### config.mk
export PLATFORM = sky130hd
export DESIGN_NAME = alu_issue_stage
export DESIGN_NICKNAME = d
export VERILOG_FILES = /design/src/rtl/alu_issue_stage.sv
export SDC_FILE = /design/constraint.sdc
export NUM_CORES = 1
export LEC_CHECK = 0
export CAP_MARGIN = 40
export CORE_AREA = 2 2 170 172
export DETAILED_ROUTE_END_ITERATION = 16
export DIE_AREA = 0 0 172 174
export GPL_ROUTABILITY_DRIVEN = 0
export PLACE_DENSITY = 0.59
export SLEW_MARGIN = 10
export SYNTH_ARGS = -nofsm -noshare
export SYNTH_HDL_FRONTEND = slang
export SYNTH_SLANG_ARGS = --single-unit
### constraint.sdc
create_clock -name clk -period 2.6 [get_ports clk]
set_clock_uncertainty 0.15 [all_clocks]
set_input_delay 0.26 -clock clk [delete_from_list [all_inputs] [get_ports clk]]
set_output_delay 0.26 -clock clk [all_outputs]
set_load 0.1 [all_outputs]
### src/rtl/alu_issue_stage.sv
// ALU issue stage: decodes instructions, resolves EX forwarding and buffers
// decoded operations in a two-entry skid FIFO feeding the ALU.
module alu_issue_stage #(
    parameter int unsigned DEPTH = 2
) (
    input  logic        clk,
    input  logic        rst_n,
    input  logic        in_valid,
    output logic        in_ready,
    input  logic [31:0] instr,
    input  logic [31:0] rs_data,
    input  logic [31:0] rt_data,
    input  logic        fwd_valid,
    input  logic [4:0]  fwd_rd,
    input  logic [31:0] fwd_data,
    input  logic        flush,
    output logic        out_valid,
    input  logic        out_ready,
    output logic [31:0] A,
    output logic [31:0] B,
    output logic [1:0]  ALUOp,
    output logic [4:0]  rd,
    output logic [7:0]  illegal_cnt
);

    localparam int unsigned CNT_W = 2;

    typedef struct packed {
        logic [1:0]  op;
        logic [31:0] a;
        logic [31:0] b;
        logic [4:0]  rd;
    } entry_t;

    entry_t           fifo_q [2];
    logic             wr_ptr_q;
    logic             rd_ptr_q;
    logic [CNT_W-1:0] count_q;
    logic [7:0]       illegal_cnt_q;

    logic [3:0]  opcode;
    logic [4:0]  rs_f;
    logic [4:0]  rt_f;
    logic [15:0] imm;
    logic        legal;
    logic        use_imm;
    logic [31:0] imm_ext;
    logic [31:0] a_val;
    logic [31:0] rt_val;
    entry_t      new_entry;
    logic        accept;
    logic        push;
    logic        pop;

    assign opcode = instr[31:28];
    assign rs_f   = instr[22:18];
    assign rt_f   = instr[17:13];
    assign imm    = instr[15:0];

    // Opcode decode: ALU op and B-operand source
    always_comb begin
        legal     = 1'b1;
        use_imm   = 1'b0;
        imm_ext   = 32'd0;
        new_entry = '0;
        case (opcode)
            4'd0, 4'd1, 4'd2, 4'd3: new_entry.op = opcode[1:0];
            4'd4: begin
                new_entry.op = 2'b00;
                use_imm      = 1'b1;
                imm_ext      = {{16{imm[15]}}, imm};
            end
            4'd5: begin
                new_entry.op = 2'b01;
                use_imm      = 1'b1;
                imm_ext      = {16'd0, imm};
            end
            default: legal = 1'b0;
        endcase
        new_entry.a  = a_val;
        new_entry.b  = use_imm ? imm_ext : rt_val;
        new_entry.rd = instr[27:23];
    end

    // EX-stage forwarding; register 0 is never forwarded
    assign a_val  = (fwd_valid && (fwd_rd == rs_f) && (rs_f != 5'd0)) ? fwd_data : rs_data;
    assign rt_val = (fwd_valid && (fwd_rd == rt_f) && (rt_f != 5'd0)) ? fwd_data : rt_data;

    assign out_valid = (count_q != '0);
    assign in_ready  = !flush && ((count_q < CNT_W'(DEPTH)) || (out_valid && out_ready));
    assign accept    = in_valid && in_ready;
    assign push      = accept && legal;
    assign pop       = out_valid && out_ready && !flush;

    assign A     = fifo_q[rd_ptr_q].a;
    assign B     = fifo_q[rd_ptr_q].b;
    assign ALUOp = fifo_q[rd_ptr_q].op;
    assign rd    = fifo_q[rd_ptr_q].rd;
    assign illegal_cnt = illegal_cnt_q;

    // FIFO storage, pointers, occupancy and illegal-opcode counter
    always_ff @(posedge clk or negedge rst_n) begin
        if (!rst_n) begin
            fifo_q[0]     <= '0;
            fifo_q[1]     <= '0;
            wr_ptr_q      <= 1'b0;
            rd_ptr_q      <= 1'b0;
            count_q       <= '0;
            illegal_cnt_q <= 8'd0;
        end else if (flush) begin
            wr_ptr_q <= 1'b0;
            rd_ptr_q <= 1'b0;
            count_q  <= '0;
        end else begin
            if (push) begin
                fifo_q[wr_ptr_q] <= new_entry;
                wr_ptr_q         <= ~wr_ptr_q;
            end
            if (pop) begin
                rd_ptr_q <= ~rd_ptr_q;
            end
            case ({push, pop})
                2'b10:   count_q <= count_q + CNT_W'(1);
                2'b01:   count_q <= count_q - CNT_W'(1);
                default: count_q <= count_q;
            endcase
            if (accept && !legal && (illegal_cnt_q != 8'hFF)) begin
                illegal_cnt_q <= illegal_cnt_q + 8'd1;
            end
        end
    end

endmodule

==> results by group, run 1 <==
Run status
  – Status: completed

Run
  – Max-Cap Viols: 0

Power and ir drop
  – Total power: roughly 10 mW
  – Sw Pwr: 4.408 mW
  – Cell-internal power: roughly 5.8 mW
  – Clock share of power: approximately a quarter
  – Combinational Power Share: a little under half
  – Seq pwr share: a little under a third
  – Power Dens Cells: approximately 870 nW/um2
  – Lkg Pwr: ~4.9 nW
  – Sw Ratio: a little over two fifths
  – Peak supply drop: 0.5267 mV

Global route
  – Gr usage total: between 10% and 20%
  – Pin count of the biggest net entering global routing: 87
  – Congestion Overflow GR: 0
  – Global-route wire length before repair: just under 40000 um
  – Antenna violations before repair: 2
  – Vias in the first global route: between 6000 and 7000

STA
  – Fmax: approximately 0.43 GHz
  – Slew Viols, Final: 0
  – Final Hold Viols: 0
  – Worst slew pin tran: 0.5640 ns
  – Slew headroom: 62.40%
  – Minimum clock period: roughly 2.3 ns
  – Fin Setup TNS: 0 ns
  – Crit share post-route: between 80 and 90%
  – Final setup violation count: 0
  – Unrepaired setup endpoints after global routing: no

Clocking
  – H-tree Lvls: 4
  – Reg clk slew, reported paths: ~0.07 ns
  – PostCTS Resize Cnt: 0
  – # hold bufs at CTS: 1
  – TritonCTS buffer count: 17
  – CTS tree: yes
  – Post-CTS Setup Bufs: 0
  – Clk sink count: roughly 150
  – Clk Latency, worst-skew pair: a little over 0.4 ns
  – Root Buffer: clkbuf_16
  – CTS max path bufs: 2

Worst setup path
  – CP max-delay cell: mux2_2
  – Endpoint class of the critical path: output port
  – CP startpoint kind: flip-flop
  – Crit path required time: ~2.2 ns
  – Crit-path cells: buf_4 -> mux2_2 -> buf_12
  – Crit path arrival time: roughly 1.9 ns
  – Crit path kind: reg -> out
  – R2R Setup Slk: roughly 0.45 ns
  – Slowest stage delay, CP: ~0.43 ns
  – Critical path fanouts, max: 31

Finish
  – Layout cells sized above 1: a little under a quarter
  – Area growth, synth to finish: 52.54%
  – Fin nets: 1111
  – Post-route cell area: about 12000 um2
  – Register area: about 3900 um2
  – Post-layout util: approximately two fifths
  – Area occupied by multi-input gates: 3650 um2
  – Finished Layout Cells: roughly 1400
  – FILL cells: about 2800

Logic synthesis
  – Syn. warnings: 0
  – Ys async rst share: between 90% and 100%
  – Synth Instances: 759
  – Mean Syn Cell Area: roughly 10 um2
  – Mapped Area: between 7000 and 8000 um2
  – #FFs+latches synth: 154
  – Post-synthesis sequential area ratio: about 50%
  – Top FF cell, synth: dfrtp_1
  – Number of library cell types mapped by synthesis: slightly above 40
  – Syn Nets: 899
  – Post-synth EDFFs: 0

Routing
  – Avg WL per Cell: 18.62 um
  – DRT Wirelength: 25510 um
  – TritonRoute pass-1 iters: 4
  – Drt drc: 0
  – Vias per inst: around 4.8
  – Violation count after the first detailed-route iteration: ~370
  – Post-route ant nets: 0
  – DR vias: 6593

Place
  – DP HPWL: 18450 um
  – Inst Count DP: 1335
  – IO Port Bufs: 219
  – Area after DPL: approximately 11000 um2

Die
  – Initial Util: ~27%
  – Ports: between 200 and 250
  – Core area: approximately 28000 um2
  – Placement row count: 62
  – DIE HEIGHT: about 170 um
  – Die area: roughly 30000 um2
  – Die width: around 170 um

Min path
  – Worst Hold Class: in -> async
cell families after synthesis:
family                   count (synthesis)  share of synthesized area, %
AND/OR/NAND/NOR                        227                         13.17
flip-flops                             154                         49.76
XOR/XNOR                                15                         1.696
multiplexers                           121                         16.80
AO/OA/AOI/OAI                          177                         14.94
adder cells (fa/ha/maj)                  1                        0.1615
buffers and inverters                   64                         3.473
power groups by stage:
stage          clock, mW  combinational, mW  sequential [mW]
2_1_floorplan          0               2.77             3.37
3_3_place_gp           0               4.75             3.13
3_5_place_dp           0               4.77             3.16
4_1_cts             2.45               4.79             3.11
5_1_grt             2.55               4.94             3.17
6_report            2.39               4.75             3.11
routing by layer:
metal	wire length (um)	track usage (%)	vias to the layer above
met5	0	0	-
met4	250	3.606	0
met3	1518	4.007	13
met2	11530	26.69	184
met1	12220	24.31	3234
li1	-	-	3162
worst paths after layout:
path	from	end	depth (start not counted)
min in group clk	instr[27]	fifo_q[4]$_DFFE_PN0P_	3
worst min-delay path	rst_n	fifo_q[50]$_DFFE_PN0P_	2
worst min register to register	fifo_q[2]$_DFFE_PN0P_	fifo_q[2]$_DFFE_PN0P_	2
worst max-delay path	rd_ptr_q$_DFFE_PN0P_	B[13]	3
max in group asynchronous	rst_n	fifo_q[28]$_DFFE_PN0P_	3
worst max register to register	illegal_cnt[0]$_DFFE_PN0P_	illegal_cnt[7]$_DFFE_PN0P_	5
through the flow:
stage | hold slack (ns) | worst slack [ns]
floorplan | -0.1856 | 0.1416
global placement | 0.1058 | -0.02463
detailed placement | 0.1099 | -0.01467
CTS | 0.2295 | 0.2662
global route | 0.2484 | 0.2186
finish | 0.2242 | 0.2973
Yosys cell counts, types with 9 or more instances:
cell | count | area (um2)
o31ai_1 | 16 | 120.1
dfrtp_1 | 154 | 3854
a21oi_1 | 21 | 105.1
xnor2_1 | 9 | 78.83
nand2_1 | 144 | 540.5
nand4_1 | 19 | 118.9
o21ai_0 | 67 | 335.3
o211ai_1 | 33 | 247.7
clkbuf_1 | 48 | 180.2
nand3_1 | 35 | 175.2
mux2_2 | 72 | 810.8
o22a_1 | 32 | 280.3
mux2i_1 | 49 | 490.5
flip-flops by register name (all words and copies together), names as in the netlist:
signal       count
fifo_q         142
rd_ptr_q         1
count_q          2
wr_ptr_q         1
illegal_cnt      8
worst max-delay path: cells and delay by family (launching register included):
family,cells,cell delay [ns]
buffers and inverters,2,0.58
flip-flops,1,0.42
multiplexers,1,0.43
area by class of cell:
type | instances | area share (%)
sequential | 154 | 32.65
clock inverter | 15 | 1.112
clock buffer | 17 | 3.601
antenna | 2 | 0.04236
tap | 384 | 4.067
timing repair buffer | 253 | 27.50
inverter | 4 | 0.1271
multi-input combinational | 541 | 30.89
cell usage in the layout, fill, tap and decap left out, types with 9 or more instances in the layout:
| master | netlist | layout |
|---|---|---|
| nand2_1 | 144 | 144 |
| mux2_2 | 72 | 72 |
| nand4_1 | 19 | 19 |
| a21oi_1 | 21 | 21 |
| buf_12 | 0 | 80 |
| nand3_1 | 35 | 34 |
| o31ai_1 | 16 | 16 |
| o21ai_0 | 67 | 67 |
| xnor2_1 | 9 | 9 |
| o22a_1 | 32 | 32 |
| clkbuf_16 | 0 | 17 |
| mux2i_1 | 49 | 49 |
| o211ai_1 | 33 | 33 |
| clkdlybuf4s50_1 | 0 | 137 |
| buf_4 | 0 | 34 |
| dfrtp_1 | 154 | 153 |
Note: power is estimated with default switching activity, not from simulation.
==> inputs of run 2 (changes only) <==
--- a/config.mk
+++ b/config.mk
@@ -10,7 +10,8 @@
 export DETAILED_ROUTE_END_ITERATION = 16
 export DIE_AREA = 0 0 172 174
 export GPL_ROUTABILITY_DRIVEN = 0
-export PLACE_DENSITY = 0.59
+export PLACE_DENSITY = 0.61
+export SKIP_CTS_REPAIR_TIMING = 1
 export SLEW_MARGIN = 10
 export SYNTH_ARGS = -nofsm -noshare
 export SYNTH_HDL_FRONTEND = slang
==> constraint.sdc (replaced) <==
create_clock -name clk -period 2 [get_ports clk]
set_clock_uncertainty 0.15 [all_clocks]
set_input_delay 0.2 -clock clk [delete_from_list [all_inputs] [get_ports clk]]
set_output_delay 0.2 -clock clk [all_outputs]
set_load 0.1 [all_outputs]
==> run 2 against run 1 <==
Compared with the run above: sequential power rose by 31%; clock power rose by 38%; highest routed layer is now met5; total power rose by 35%; via count rose by 3.8%; routed wire length rose by 6.2%; hold slack got worse by 0.17 ns; sequential share of layout area fell by 2.0 points; the run now ends with setup timing left; die area did not move; non-clock buffer count rose by 41.
==> results by group, run 2 (synthesis results as in run 1) <==
Run status
  – Status: complete, but fails checks
  – Failing checks: setup timing

STA
  – Setup ws final: -0.1210 ns (-0.4183 ns)
  – Slew Viols, Final: 0 (unchanged)
  – Slew headroom: 68.69% (+6.3 points)
  – Final Hold Viols: 0 (unchanged)
  – Worst slew pin tran: 0.4697 ns (-0.09432 ns)
  – Unrepaired setup endpoints after global routing: yes
  – Final setup violation count: 71 (+71)
  – Crit share post-route: 106.1%
  – Minimum clock period: 2.121 ns
  – Fmax: around 0.47 GHz

Power and ir drop
  – Peak supply drop: 0.6523 mV (+24%)
  – Lkg Pwr: 5.267 nW (+8.1%)
  – Total power: 13.84 mW (+35%)
  – Power Dens Cells: 1092 nW/um2 (+26%)

Finish
  – Fin nets: 1152 (+3.7%)
  – Post-route cell area: 12670 um2 (+7.2%)
  – Most common cell after layout, fill and taps aside: dfrtp_1
  – Area growth, synth to finish: 63.57%
  – Layout cells sized above 1: 28.88% (+5.4 points)
  – Finished Layout Cells: 1415 (+3.3%)
  – Commonest cells after routing, fill and taps aside: dfrtp_1, nand2_1, clkdlybuf4s50_1
  – Number of flip-flops in the largest register: 142 (unchanged)
  – Most flops, register: fifo_q

Global route
  – Gr usage total: 17.81% (+0.66 points)
  – Antenna violations before repair: 6 (+4)
  – Vias in the first global route: 6975 (+5.5%)
  – Pin count of the biggest net entering global routing: 50 (-43%)
  – Congestion Overflow GR: 0 (unchanged)
  – Global-route wire length before repair: 40480 um (+3.7%)

Worst setup path
  – CP startpoint kind: flip-flop
  – Crit path from: rd_ptr_q$_DFFE_PN0P_
  – Critical R2R Launch: illegal_cnt[1]$_DFFE_PN0P_
  – Endpoint class of the critical path: output port
  – Crit path required time: 1.65 ns (-0.54 ns)
  – Crit path arrival time: 1.77 ns (-0.12 ns)
  – Crit path kind: reg -> out
  – Critical path fanouts, max: 17 (-45%)

Routing
  – Violation count after the first detailed-route iteration: 426 (+15%)
  – Drt drc: 0 (unchanged)
  – TritonRoute pass-1 iters: 5 (+1)
  – Avg WL per Cell: 19.16 um (+2.9%)
  – Post-route ant nets: 0 (unchanged)
  – DR vias: 6843 (+3.8%)
  – Vias per inst: 4.836 (+0.49%)
  – DRT Wirelength: 27110 um (+6.2%)

Min path
  – HP Start: instr[15]
  – Worst Hold Class: in -> reg

Clocking
  – Clk Latency, worst-skew pair: 0.42 ns (about the same)
  – Reg clk slew, reported paths: 0.07 ns (about the same)
  – Clk sink count: 154 (unchanged)
  – CTS max path bufs: 2 (unchanged)
  – H-tree Lvls: 4 (unchanged)
  – Root Buffer: clkbuf_16
  – CTS tree: yes
  – TritonCTS buffer count: 17 (unchanged)

Place
  – Area after DPL: 11690 um2 (+3.9%)
  – DP HPWL: 19260 um (+4.4%)
  – IO Port Bufs: 219 (unchanged)
  – Inst Count DP: 1361 (+1.9%)

Die
  – Die width: 172 um (unchanged)
  – Placement row count: 62 (unchanged)
  – Core area: 28240 um2 (unchanged)
  – Die area: 29930 um2 (unchanged)
  – DIE HEIGHT: 174 um (unchanged)
  – Ports: 220 (unchanged)
  – Initial Util: 27.43% (unchanged)

Run
  – Max-Cap Viols: 0 (unchanged)
[run 2: cell count changes in the layout (fill, tap and decap cells not counted), moves of 6 or more]
cell and change:
mux2i_1 -11, buf_12 +15, mux2i_2 +6, dfrtp_1 -6, buf_4 +17
[run 2: worst paths after layout]
check / end / slack, ns / depth (start not counted)
hold / removal: fifo_q[20]$_DFFE_PN0P_ / 0.06 / 3
hold reg to reg: fifo_q[3]$_DFFE_PN0P_ / 0.32 / 2
min in group asynchronous: fifo_q[74]$_DFFE_PN0P_ / 0.14 / 2
setup reg to reg: illegal_cnt[1]$_DFFE_PN0P_ / 0.06 / 4
max in group asynchronous: fifo_q[86]$_DFFE_PN0P_ / 0.92 / 3
setup / recovery: B[18] / -0.12 / 4
[run 2: cell type report]
cell class / instances / area (um2)
Clock buffer: 18 / 439.2
Timing Repair Buffer: 294 / 3880
Tap cell: 384 / 480.5
Fill cell: 2670 / 15570
Clock inverter: 14 / 153.9
Sequential cell: 154 / 3877
Inverter: 4 / 15.01
Antenna cell: 6 / 15.01
Multi-Input combinational cell: 541 / 3807
[run 2: worst max-delay path, stage by stage, from the launching register on]
cell	delay [ns]
dfrtp_4	0.49
buf_12	0.16
buf_16	0.16
mux2_4	0.35
buf_12	0.17
[run 2: layer usage]
metal / share of wire [%] / GRT usage [%] / vias to the layer above
li1: - / - / 3257
met1: 44 / 24.48 / 3343
met2: 46 / 27.58 / 215
met3: 7.6 / 4.827 / 26
met4: 1.9 / 4.867 / 2
met5: 0.033 / 0 / -
[run 2: metrics by stage]
stage | setup slack, ns | util [%] | TNS (ns) | hold slack (ns)
2_1_floorplan | -0.01876 | - | -0.01876 | -0.2456
3_3_place_gp | -0.4402 | 41.38 | -32.42 | 0.02139
3_5_place_dp | -0.4749 | 41.38 | -36.56 | 0.03235
4_1_cts | -0.1379 | 43.48 | -6.481 | -0.4256
5_1_grt | -0.1536 | 44.83 | -8.971 | 0.06649
6_report | -0.1210 | 44.86 | -5.929 | 0.05629
[run 2: where the power goes]
group          leakage (nW)  total (mW)  internal [mW]  switching (mW)
logic                  3.01        6.47           2.45            4.02
clock network         0.294        3.29           1.81            1.49
registers              1.96        4.07           3.74           0.327
total                  5.27        13.8           8.01            5.83
==> inputs of run 3 (changes only) <==
--- a/config.mk
+++ b/config.mk
@@ -6,11 +6,11 @@
 export NUM_CORES = 1
 export LEC_CHECK = 0
 export CAP_MARGIN = 40
-export CORE_AREA = 2 2 170 172
+export CORE_AREA = 2 2 136 138
 export DETAILED_ROUTE_END_ITERATION = 16
-export DIE_AREA = 0 0 172 174
+export DIE_AREA = 0 0 138 140
 export GPL_ROUTABILITY_DRIVEN = 0
-export PLACE_DENSITY = 0.61
+export PLACE_DENSITY = 0.85
 export SKIP_CTS_REPAIR_TIMING = 1
 export SLEW_MARGIN = 10
 export SYNTH_ARGS = -nofsm -noshare
==> run 3 against run 2 <==
Compared with the run above: the flow finishes with violations (hold timing, setup timing); critical path depth down 1; setup slack improved by 0.039 ns; count of clock-buffer cells in the layout rose by 2; first-iteration DRC count decreased by 1.4%; die area fell by 35%; clock power rose by 3%; highest routed layer unchanged.
==> results by group, run 3 (synthesis results as in run 1) <==
Run status
  – Status: complete, but fails checks
  – Failing checks: hold timing, setup timing

Global route
  – Global-route wire length before repair: 39810 um (-1.7%)
  – Vias in the first global route: 7262 (+4.1%)
  – Gr usage total: 26.08% (+8.3 points)
  – Antenna violations before repair: 3 (-3)
  – Pin count of the biggest net entering global routing: 85 (+70%)
  – Congestion Overflow GR: 0 (unchanged)

Routing
  – DR vias: 7077 (+3.4%)
  – Drt drc: 0 (unchanged)
  – Vias per inst: 5.730 (+18%)
  – TritonRoute pass-1 iters: 5 (unchanged)
  – Violation count after the first detailed-route iteration: 420 (-1.4%)
  – Post-route ant nets: 0 (unchanged)
  – Avg WL per Cell: 20.45 um (+6.8%)
  – DRT Wirelength: 25260 um (-6.8%)

STA
  – Crit share post-route: 104.1% (-1.9 points)
  – Hold Slack: -0.02510 ns (-0.08140 ns)
  – Slew Viols, Final: 0 (unchanged)
  – Minimum clock period: 2.082 ns (-0.03893 ns)
  – Fmax: 0.4803 GHz (+1.9%)
  – Final Hold Viols: 5 (+5)
  – Unrepaired setup endpoints after global routing: yes
  – Final setup violation count: 71 (unchanged)
  – Slew headroom: 69.01% (+0.32 points)
  – Worst slew pin tran: 0.4649 ns (-0.004828 ns)
  – Setup ws final: -0.08207 ns (+0.03893 ns)

Finish
  – Layout cells sized above 1: 26.69% (-2.2 points)
  – Most flops, register: fifo_q
  – Post-layout util: 68.06% (+23 points)
  – Area growth, synth to finish: 56.25%
  – Fin nets: 1131 (-1.8%)
  – Most common cell after layout, fill and taps aside: dfrtp_1
  – Finished Layout Cells: 1235 (-13%)
  – Commonest cells after routing, fill and taps aside: dfrtp_1, nand2_1, clkdlybuf4s50_1
  – Number of flip-flops in the largest register: 142 (unchanged)

Die
  – Core area: 17780 um2 (-37%)
  – Die area: 19320 um2 (-35%)
  – Placement row count: 49 (-21%)
  – Die width: 138 um (-20%)
  – DIE HEIGHT: 140 um (-20%)
  – Ports: 220 (unchanged)
  – Initial Util: 43.56% (+16 points)

Clocking
  – Clk Latency, worst-skew pair: 0.42 ns (about the same)
  – H-tree Lvls: 4 (unchanged)
  – CTS max path bufs: 2 (unchanged)
  – Root Buffer: clkbuf_16
  – TritonCTS buffer count: 17 (unchanged)
  – Reg clk slew, reported paths: 0.06 ns (about the same)
  – Clk sink count: 154 (unchanged)
  – CTS tree: yes

Place
  – DP HPWL: 17560 um (-8.9%)
  – Inst Count DP: 1193 (-12%)
  – IO Port Bufs: 219 (unchanged)

Worst setup path
  – Critical path fanouts, max: 21 (+4)
  – Crit path required time: 1.65 ns (about the same)
  – Crit path kind: reg -> out
  – Crit path arrival time: 1.73 ns (-0.04 ns)
  – R2R Setup Slk: 0.07 ns (about the same)
  – Endpoint class of the critical path: output port
  – CP startpoint kind: flip-flop

Power and ir drop
  – Power Dens Cells: 1150 nW/um2 (+5.2%)
  – Peak supply drop: 0.9377 mV (+44%)
  – Lkg Pwr: 5.070 nW (-3.7%)

Min path
  – Worst Hold Class: in -> async

Run
  – Max-Cap Viols: 0 (unchanged)
==> run 3: cell count changes in the layout (fill, tap and decap cells not counted), sizes merged <==
cell           previous run  this run
buf                     152       134
inv                      12         7
clkinvlp                  0         4
diode                     6         2
clkinv                    5         2
bufinv                    1         3
clkdlybuf4s50           133       135
dlymetal6s2s              4         2
clkbuf                   22        21
==> run 3: final timing paths <==
| kind | cells past startpoint | from | end |
|---|---|---|---|
| worst max-delay path | 3 | rd_ptr_q$_DFFE_PN0P_ | A[23] |
| worst min-delay path | 2 | rst_n | fifo_q[36]$_DFFE_PN0P_ |
| worst max register to register | 6 | illegal_cnt[3]$_DFFE_PN0P_ | illegal_cnt[7]$_DFFE_PN0P_ |
| worst min register to register | 2 | fifo_q[72]$_DFFE_PN0P_ | fifo_q[72]$_DFFE_PN0P_ |
| max in group asynchronous | 3 | rst_n | fifo_q[50]$_DFFE_PN0P_ |
| min in group clk | 3 | instr[13] | fifo_q[89]$_DFFE_PN0P_ |
==> run 3: power by group <==
part           total (mW)  internal (mW)  leakage [nW]  switching [mW]
logic                6.41           2.39          2.82            4.02
clock network        3.39           2.05         0.290            1.34
registers            4.11           3.75          1.96           0.366
total                13.9           8.19          5.07            5.72
==> run 3: layout make-up <==
| class | count | area (um2) |
|---|---|---|
| inverters | 4 | 15.01 |
| well taps | 229 | 286.5 |
| multi-input cells | 541 | 3751 |
| diodes | 2 | 5.005 |
| clock buffers | 20 | 456.7 |
| repair buffers | 273 | 3546 |
| clock inverters | 12 | 163.9 |
| fillers | 1289 | 5678 |
| flip-flops and latches | 154 | 3877 |
==> run 3: metal layers <==
layer / track usage (%) / wire [um]
met3: 7.282 / 2011
met2: 42.99 / 12470
met1: 33.80 / 10300
met4: 7.626 / 463
met5: 0 / 11
==> run 3: worst max-delay path: stages (launching register included) <==
cell	delay (ns)
dfrtp_4	0.49
clkbuf_16	0.24
mux2_2	0.39
buf_12	0.18
==> run 3: metrics by stage <==
step	power [mW]	instance area (um2)	setup WS (ns)	setup TNS, ns
3_3_place_gp	10.32	11320	-0.5308	-44.05
6_report	13.91	12100	-0.08207	-4.037
4_1_cts	13.87	11940	-0.1134	-6.389
3_5_place_dp	10.45	11320	-0.5072	-45.96
5_1_grt	14.41	12100	-0.1266	-6.966
2_1_floorplan	8.052	7802	-0.01876	-0.01876
